==> src/rtl/bus_bridge_req_arbiter.sv <==
// Round-robin arbiter sharing one bus bridge initiator channel between NUM_REQ requesters; one transaction in flight.
// Latency: upstream accept -> dn_req_valid next cycle; dn_resp accept -> up_resp_valid next cycle; 4 clocks minimum per transaction.
// Backpressure: up_req_ready only in IDLE (combinational, winner only); ISSUE/DELIVER hold payloads until the handshake.
//
// Ports: clk/rst_n (async active-low); up_req_* per-requester request valid/ready/payload;
//        up_resp_* one-hot response valid to the owner, shared payload; dn_req_*/dn_resp_* initiator side;
//        grant_id = owner of current/last transaction; busy = not IDLE; timeout_err = watchdog pulse.
// Optional build macro: BUS_BRIDGE_ARB_TIMEOUT_EN adds a response watchdog and late-response drain.

package bus_bridge_pkg;
    typedef struct packed {
        logic [15:0] addr;
        logic [7:0]  write_data;
        logic        is_write;
    } bus_bridge_req_t;

    typedef struct packed {
        logic [7:0] read_data;
        logic       is_write;
    } bus_bridge_resp_t;
endpackage

module bus_bridge_req_arbiter
    import bus_bridge_pkg::*;
#(
    parameter int NUM_REQ        = 2,
    parameter int TIMEOUT_CYCLES = 1024
) (
    input  logic                            clk,
    input  logic                            rst_n,
    input  logic [NUM_REQ-1:0]              up_req_valid,
    output logic [NUM_REQ-1:0]              up_req_ready,
    input  bus_bridge_req_t [NUM_REQ-1:0]   up_req_payload,
    output logic [NUM_REQ-1:0]              up_resp_valid,
    input  logic [NUM_REQ-1:0]              up_resp_ready,
    output bus_bridge_resp_t                up_resp_payload,
    output logic                            dn_req_valid,
    input  logic                            dn_req_ready,
    output bus_bridge_req_t                 dn_req_payload,
    input  logic                            dn_resp_valid,
    output logic                            dn_resp_ready,
    input  bus_bridge_resp_t                dn_resp_payload,
    output logic [$clog2(NUM_REQ)-1:0]      grant_id,
    output logic                            busy,
    output logic                            timeout_err
);

    localparam int IDW = $clog2(NUM_REQ);

    if (NUM_REQ < 2 || NUM_REQ > 8 || TIMEOUT_CYCLES < 2) begin : g_param_check
        $error("bus_bridge_req_arbiter: NUM_REQ must be 2..8 and TIMEOUT_CYCLES at least 2");
    end

    typedef enum logic [1:0] {IDLE, ISSUE, WAIT_RESP, DELIVER} state_t;

    state_t           state_q, state_d;
    logic [IDW-1:0]   rr_ptr_q, rr_ptr_d;
    logic [IDW-1:0]   owner_q, owner_d;
    bus_bridge_req_t  req_q, req_d;
    bus_bridge_resp_t resp_q, resp_d;

    logic [IDW-1:0]   win_idx;
    logic             win_vld;
    logic [IDW:0]     cand_sum;
    logic             accept_blk;

`ifdef BUS_BRIDGE_ARB_TIMEOUT_EN
    localparam int CW = $clog2(TIMEOUT_CYCLES + 1);
    logic [CW-1:0] cnt_q, cnt_d;
    logic          drain_pending_q, drain_pending_d;
    logic          wd_fire;

    // Watchdog fires only if no response arrives in the terminal count cycle.
    assign wd_fire     = (state_q == WAIT_RESP) && !dn_resp_valid &&
                         (cnt_q == CW'(TIMEOUT_CYCLES - 1));
    assign timeout_err = wd_fire;
    assign accept_blk  = drain_pending_q;
    // A pending drain keeps accepting responses so a late one cannot stall the initiator.
    assign dn_resp_ready = (state_q == WAIT_RESP) || drain_pending_q;
`else
    assign timeout_err   = 1'b0;
    assign accept_blk    = 1'b0;
    assign dn_resp_ready = (state_q == WAIT_RESP);
`endif

    // Round-robin search: walk offsets from high to low so the lowest offset from rr_ptr wins.
    always_comb begin
        win_idx  = '0;
        win_vld  = 1'b0;
        cand_sum = '0;
        for (int k = NUM_REQ - 1; k >= 0; k--) begin
            cand_sum = {1'b0, rr_ptr_q} + (IDW + 1)'(k);
            if (cand_sum >= (IDW + 1)'(NUM_REQ)) begin
                cand_sum = cand_sum - (IDW + 1)'(NUM_REQ);
            end
            if (up_req_valid[cand_sum[IDW-1:0]]) begin
                win_vld = 1'b1;
                win_idx = cand_sum[IDW-1:0];
            end
        end
    end

    always_comb begin
        state_d      = state_q;
        rr_ptr_d     = rr_ptr_q;
        owner_d      = owner_q;
        req_d        = req_q;
        resp_d       = resp_q;
        up_req_ready = '0;
`ifdef BUS_BRIDGE_ARB_TIMEOUT_EN
        cnt_d           = cnt_q;
        drain_pending_d = drain_pending_q;
        if (drain_pending_q && dn_resp_valid) begin
            drain_pending_d = 1'b0;
        end
`endif
        case (state_q)
            IDLE: begin
                if (win_vld && !accept_blk) begin
                    up_req_ready[win_idx] = 1'b1;
                    req_d    = up_req_payload[win_idx];
                    owner_d  = win_idx;
                    rr_ptr_d = (win_idx == IDW'(NUM_REQ - 1)) ? '0 : win_idx + 1'b1;
                    state_d  = ISSUE;
                end
            end
            ISSUE: begin
                if (dn_req_ready) begin
                    state_d = WAIT_RESP;
`ifdef BUS_BRIDGE_ARB_TIMEOUT_EN
                    cnt_d = '0;
`endif
                end
            end
            WAIT_RESP: begin
                if (dn_resp_valid) begin
                    resp_d  = dn_resp_payload;
                    state_d = DELIVER;
                end
`ifdef BUS_BRIDGE_ARB_TIMEOUT_EN
                else if (wd_fire) begin
                    resp_d          = '{read_data: 8'hFF, is_write: req_q.is_write};
                    drain_pending_d = 1'b1;
                    state_d         = DELIVER;
                end else begin
                    cnt_d = cnt_q + 1'b1;
                end
`endif
            end
            DELIVER: begin
                if (up_resp_ready[owner_q]) begin
                    state_d = IDLE;
                end
            end
            default: state_d = IDLE;
        endcase
    end

    always_ff @(posedge clk or negedge rst_n) begin
        if (!rst_n) begin
            state_q  <= IDLE;
            rr_ptr_q <= '0;
            owner_q  <= '0;
            req_q    <= '0;
            resp_q   <= '0;
`ifdef BUS_BRIDGE_ARB_TIMEOUT_EN
            cnt_q           <= '0;
            drain_pending_q <= 1'b0;
`endif
        end else begin
            state_q  <= state_d;
            rr_ptr_q <= rr_ptr_d;
            owner_q  <= owner_d;
            req_q    <= req_d;
            resp_q   <= resp_d;
`ifdef BUS_BRIDGE_ARB_TIMEOUT_EN
            cnt_q           <= cnt_d;
            drain_pending_q <= drain_pending_d;
`endif
        end
    end

    // All remaining outputs decode straight from flops, so reset clears them immediately.
    assign dn_req_valid    = (state_q == ISSUE);
    assign dn_req_payload  = req_q;
    assign up_resp_valid   = (state_q == DELIVER) ? (NUM_REQ'(1) << owner_q) : '0;
    assign up_resp_payload = resp_q;
    assign grant_id        = owner_q;
    assign busy            = (state_q != IDLE);

endmodule

==> config.mk <==
export PLATFORM = sky130hd
export DESIGN_NAME = bus_bridge_req_arbiter
export DESIGN_NICKNAME = d
export VERILOG_FILES = /design/src/rtl/bus_bridge_req_arbiter.sv
export SDC_FILE = /design/constraint.sdc
export NUM_CORES = 1
export LEC_CHECK = 0
export BUFFER_PORTS_ARGS = -buffer_cell sky130_fd_sc_hd__buf_2
export CELL_PAD_IN_SITES_DETAIL_PLACEMENT = 0
export CELL_PAD_IN_SITES_GLOBAL_PLACEMENT = 1
export CORE_ASPECT_RATIO = 1.5
export CORE_UTILIZATION = 33
export CTS_CLUSTER_SIZE = 24
export DETAILED_ROUTE_END_ITERATION = 10
export GPL_TIMING_DRIVEN = 1
export HOLD_SLACK_MARGIN = 0.03
export PLACE_DENSITY_LB_ADDON = 0.2
export SYNTH_ARGS = -nofsm -noshare
export SYNTH_HDL_FRONTEND = slang
export SYNTH_SLANG_ARGS = --single-unit
==> constraint.sdc <==
create_clock -name clk -period 2.7 [get_ports clk]
set_clock_uncertainty 0.15 [all_clocks]
set_input_delay 0.135 -clock clk [delete_from_list [all_inputs] [get_ports clk]]
set_output_delay 0.135 -clock clk [all_outputs]
set_load 0.005 [all_outputs]
==> out/results.ini <==
[worst_setup_path]
end_kind=flop
cp_num_buf_inv=2
critPathKind=reg2reg
crit_arrival_ns=2.36
cp_slowest_cell=dlygate4sd3_1
slowest_delay_ns=0.55
crit_start=state_q[1]
r2r_cells=5
worstReg2RegEnd=dn_req_payload[3]
r2r_start=state_q[1]
path_cells=inv_1 -> ha_1 -> o21ai_4 -> a221o_1 -> dlygate4sd3_1
crit_path_start_kind=flop
cp_max_fo=46
rrSetupSlack_ns=0.36
path_delay_family=compound AO/OA/AOI/OAI gates
required_ns=2.72

[grt]
grt.total_usage=0.188
antenna_found_initial=0
grt_pass1_vias=1798
grt_overflow=0
grt_max_degree=47
grt_pass1_wl_um=7840

[run_status]
status=finished, final reports clean

[power]
power_mw=2.62
powerDensity_nw_per_um2=857
vdd_drop_max_v=0.000429
total_leakage_power_nw=1.64

[detailed_routing]
drcViolationCount=0
via_per_inst=4.54
wire_per_inst_um=12.5
drtIter0Drc=58
routed_wl_um=4890
drt-pass1-iter-count=4
vias=1780
final_antenna_net_count=0

[finish]
multi_input_area_sq_um=762
area_delta_synth_final_pct=71.7
fillers=432
finalNetCount=395
drive_above_1_share=0.404
fin_area_sq_um=3060
seq_area_sq_um=951
post-route-util=0.592
antennaDiodeCount=0

[floorplan]
die_y_um=92.0
dieWidth_um=62.0
dieArea_sq_um=5700
start_util=0.345
core-area_sq_um=5160
io_pins=110
placementRows=32

[sta]
rsz0062_at_grt=false
setup_tns_ns=0
slew_headroom=0.345
maxSlewViolCount=0
min_period_over_period=0.865
period_needed_ns=2.34
hold_violations=0
setup_viol=0
max_clock_freq_mhz=428
hold_ws_ns=0.0430
tightest_slew_ns=0.979

[clock_tree]
cts_root_buffer=clkbuf_8
cts_setup_buffers=0
clock_latency_ns=0.28
cts_sinks=38
tritoncts=built
h-tree-depth=2
clk_path_buf_depth=2
clk_pin_slew_ns=0.07
cts-buffers-inserted=5

[synthesis]
synth_top_family_by_area=multiplexers
yosysWarnings=0
yosys_most_used_dff=dfrtp_1
synth_seq_area_share=0.534
synthMuxAreaShare=0.183
synth_most_common_cell=dfrtp_1
synth_compound_area_frac=0.117
synth.top_cells.by_count=38 x dfrtp_1, 22 x nand2_1, 21 x mux2i_1, 18 x o21ai_0, 9 x mux2_2
yosys_register_bits=38
synthArstFlopShare=1.00
synth_edf_count=0
avgSynthCellArea_sq_um=11.5
synth_largest_area_cell=dfrtp_1
synth-simple-area-share=0.0864
synth.distinct_cells=24
synth_area_leaders=dfrtp_1 53%, mux2i_1 12%, mux2_2 5.7%, o21ai_0 5.1%, nand2_1 4.6%
syn_area_sq_um=1780
syn_nets=227
yosysTopAreaCellShare=0.534
syn_inst=155
synthAdderAreaFrac=0.0351
synth-xor-area-share=0

[min_path]
holdCritPathClass=in2reg
min_delay_path_depth=3
min_from=up_req_payload[5]
min_to=dn_req_payload[5]

[placement]
dpl.hpwl_um=3160
gp_congestion=0.727
portBuffers=108
place_area_sq_um=2380

[run]
maxCapViolCount=0

## how the worst max path moves through the flow
stage / end / slack [ns] / cells after the start
3_3_place_gp: state_q[1] / 0.89 / 5
4_1_cts: dn_req_payload[3] / 0.35 / 5
2_1_floorplan: state_q[1] / 0.93 / 5
3_5_place_dp: state_q[1] / 0.87 / 5
6_report: dn_req_payload[3] / 0.36 / 5
5_1_grt: dn_req_payload[1] / 0.21 / 5
## final cells by class
| class | instances | share of cell area |
|---|---|---|
| Clock buffer | 7 | 0.0282 |
| Clock inverter | 1 | 0.00164 |
| Inverter | 8 | 0.00982 |
| Multi-Input combinational cell | 102 | 0.249 |
| Sequential cell | 38 | 0.311 |
| Tap cell | 68 | 0.0278 |
| Timing Repair Buffer | 168 | 0.372 |
## stage by stage
| stage | setup slack, ns | instances |
|---|---|---|
| 2_1_floorplan | 0.928 | 155 |
| 3_3_place_gp | 0.893 | 325 |
| 3_5_place_dp | 0.867 | 325 |
| 4_1_cts | 0.348 | 392 |
| 5_1_grt | 0.211 | 392 |
| 6_report | 0.364 | 392 |
## per-layer routing
layer  global-route usage  up-vias  wire, um
met4               0.0778        0       102
met3               0.0550        9       315
met2                0.324       86      2570
li1                     -      873         -
met5                    0        -         0
met1                0.202      812      1900
## cell families (layout without fill, tap and decap cells)
kind of cell,Yosys count,count (layout)
simple gates,35,35
compound gates,30,30
buf+inv,15,184
flops,38,38
mux,31,31
fa+ha+maj,5,5
other cells,1,1
## state kept, by name (all words and copies together), names as in the netlist
register	cells
state_q	2
dn_req_payload	25
up_resp_payload	9
grant_id	1
rr_ptr_q	1
## worst min-delay path, delay by kind of cell
kind | cells | cell delay [ns]
AO/OA/AOI/OAI | 1 | 0.11
buffers and inverters | 1 | 0.07
AND/OR/NAND/NOR | 1 | 0.13
## placed cells by master, fill, tap and decap left out
master,n
a21o_1,1
a221o_1,5
a222oi_1,1
and2_1,1
and3_1,5
buf_2,108
buf_4,1
clkbuf_1,1
clkbuf_8,6
clkinv_2,1
conb_1,1
dfrtp_1,38
dlygate4sd3_1,59
ha_1,5
inv_1,8
mux2_2,9
mux2_4,1
mux2i_1,21
nand2_1,22
nand2b_1,1
nor2_1,4
nor2_2,2
o21ai_0,18
o21ai_1,2
o21ai_4,2
o221ai_2,1
## what timing repair did
action	4_1_cts	5_1_grt
endpoints found under the hold margin	72	0
resized for setup	0	0
hold buffers	59	0
## report_power, final
| part | switching [mW] | internal [mW] |
|---|---|---|
| Combinational | 0.548 | 0.675 |
| Sequential | 0.146 | 0.853 |
| Clock | 0.195 | 0.206 |
| Total | 0.888 | 1.73 |
Note: power is estimated with default switching activity, not from simulation.
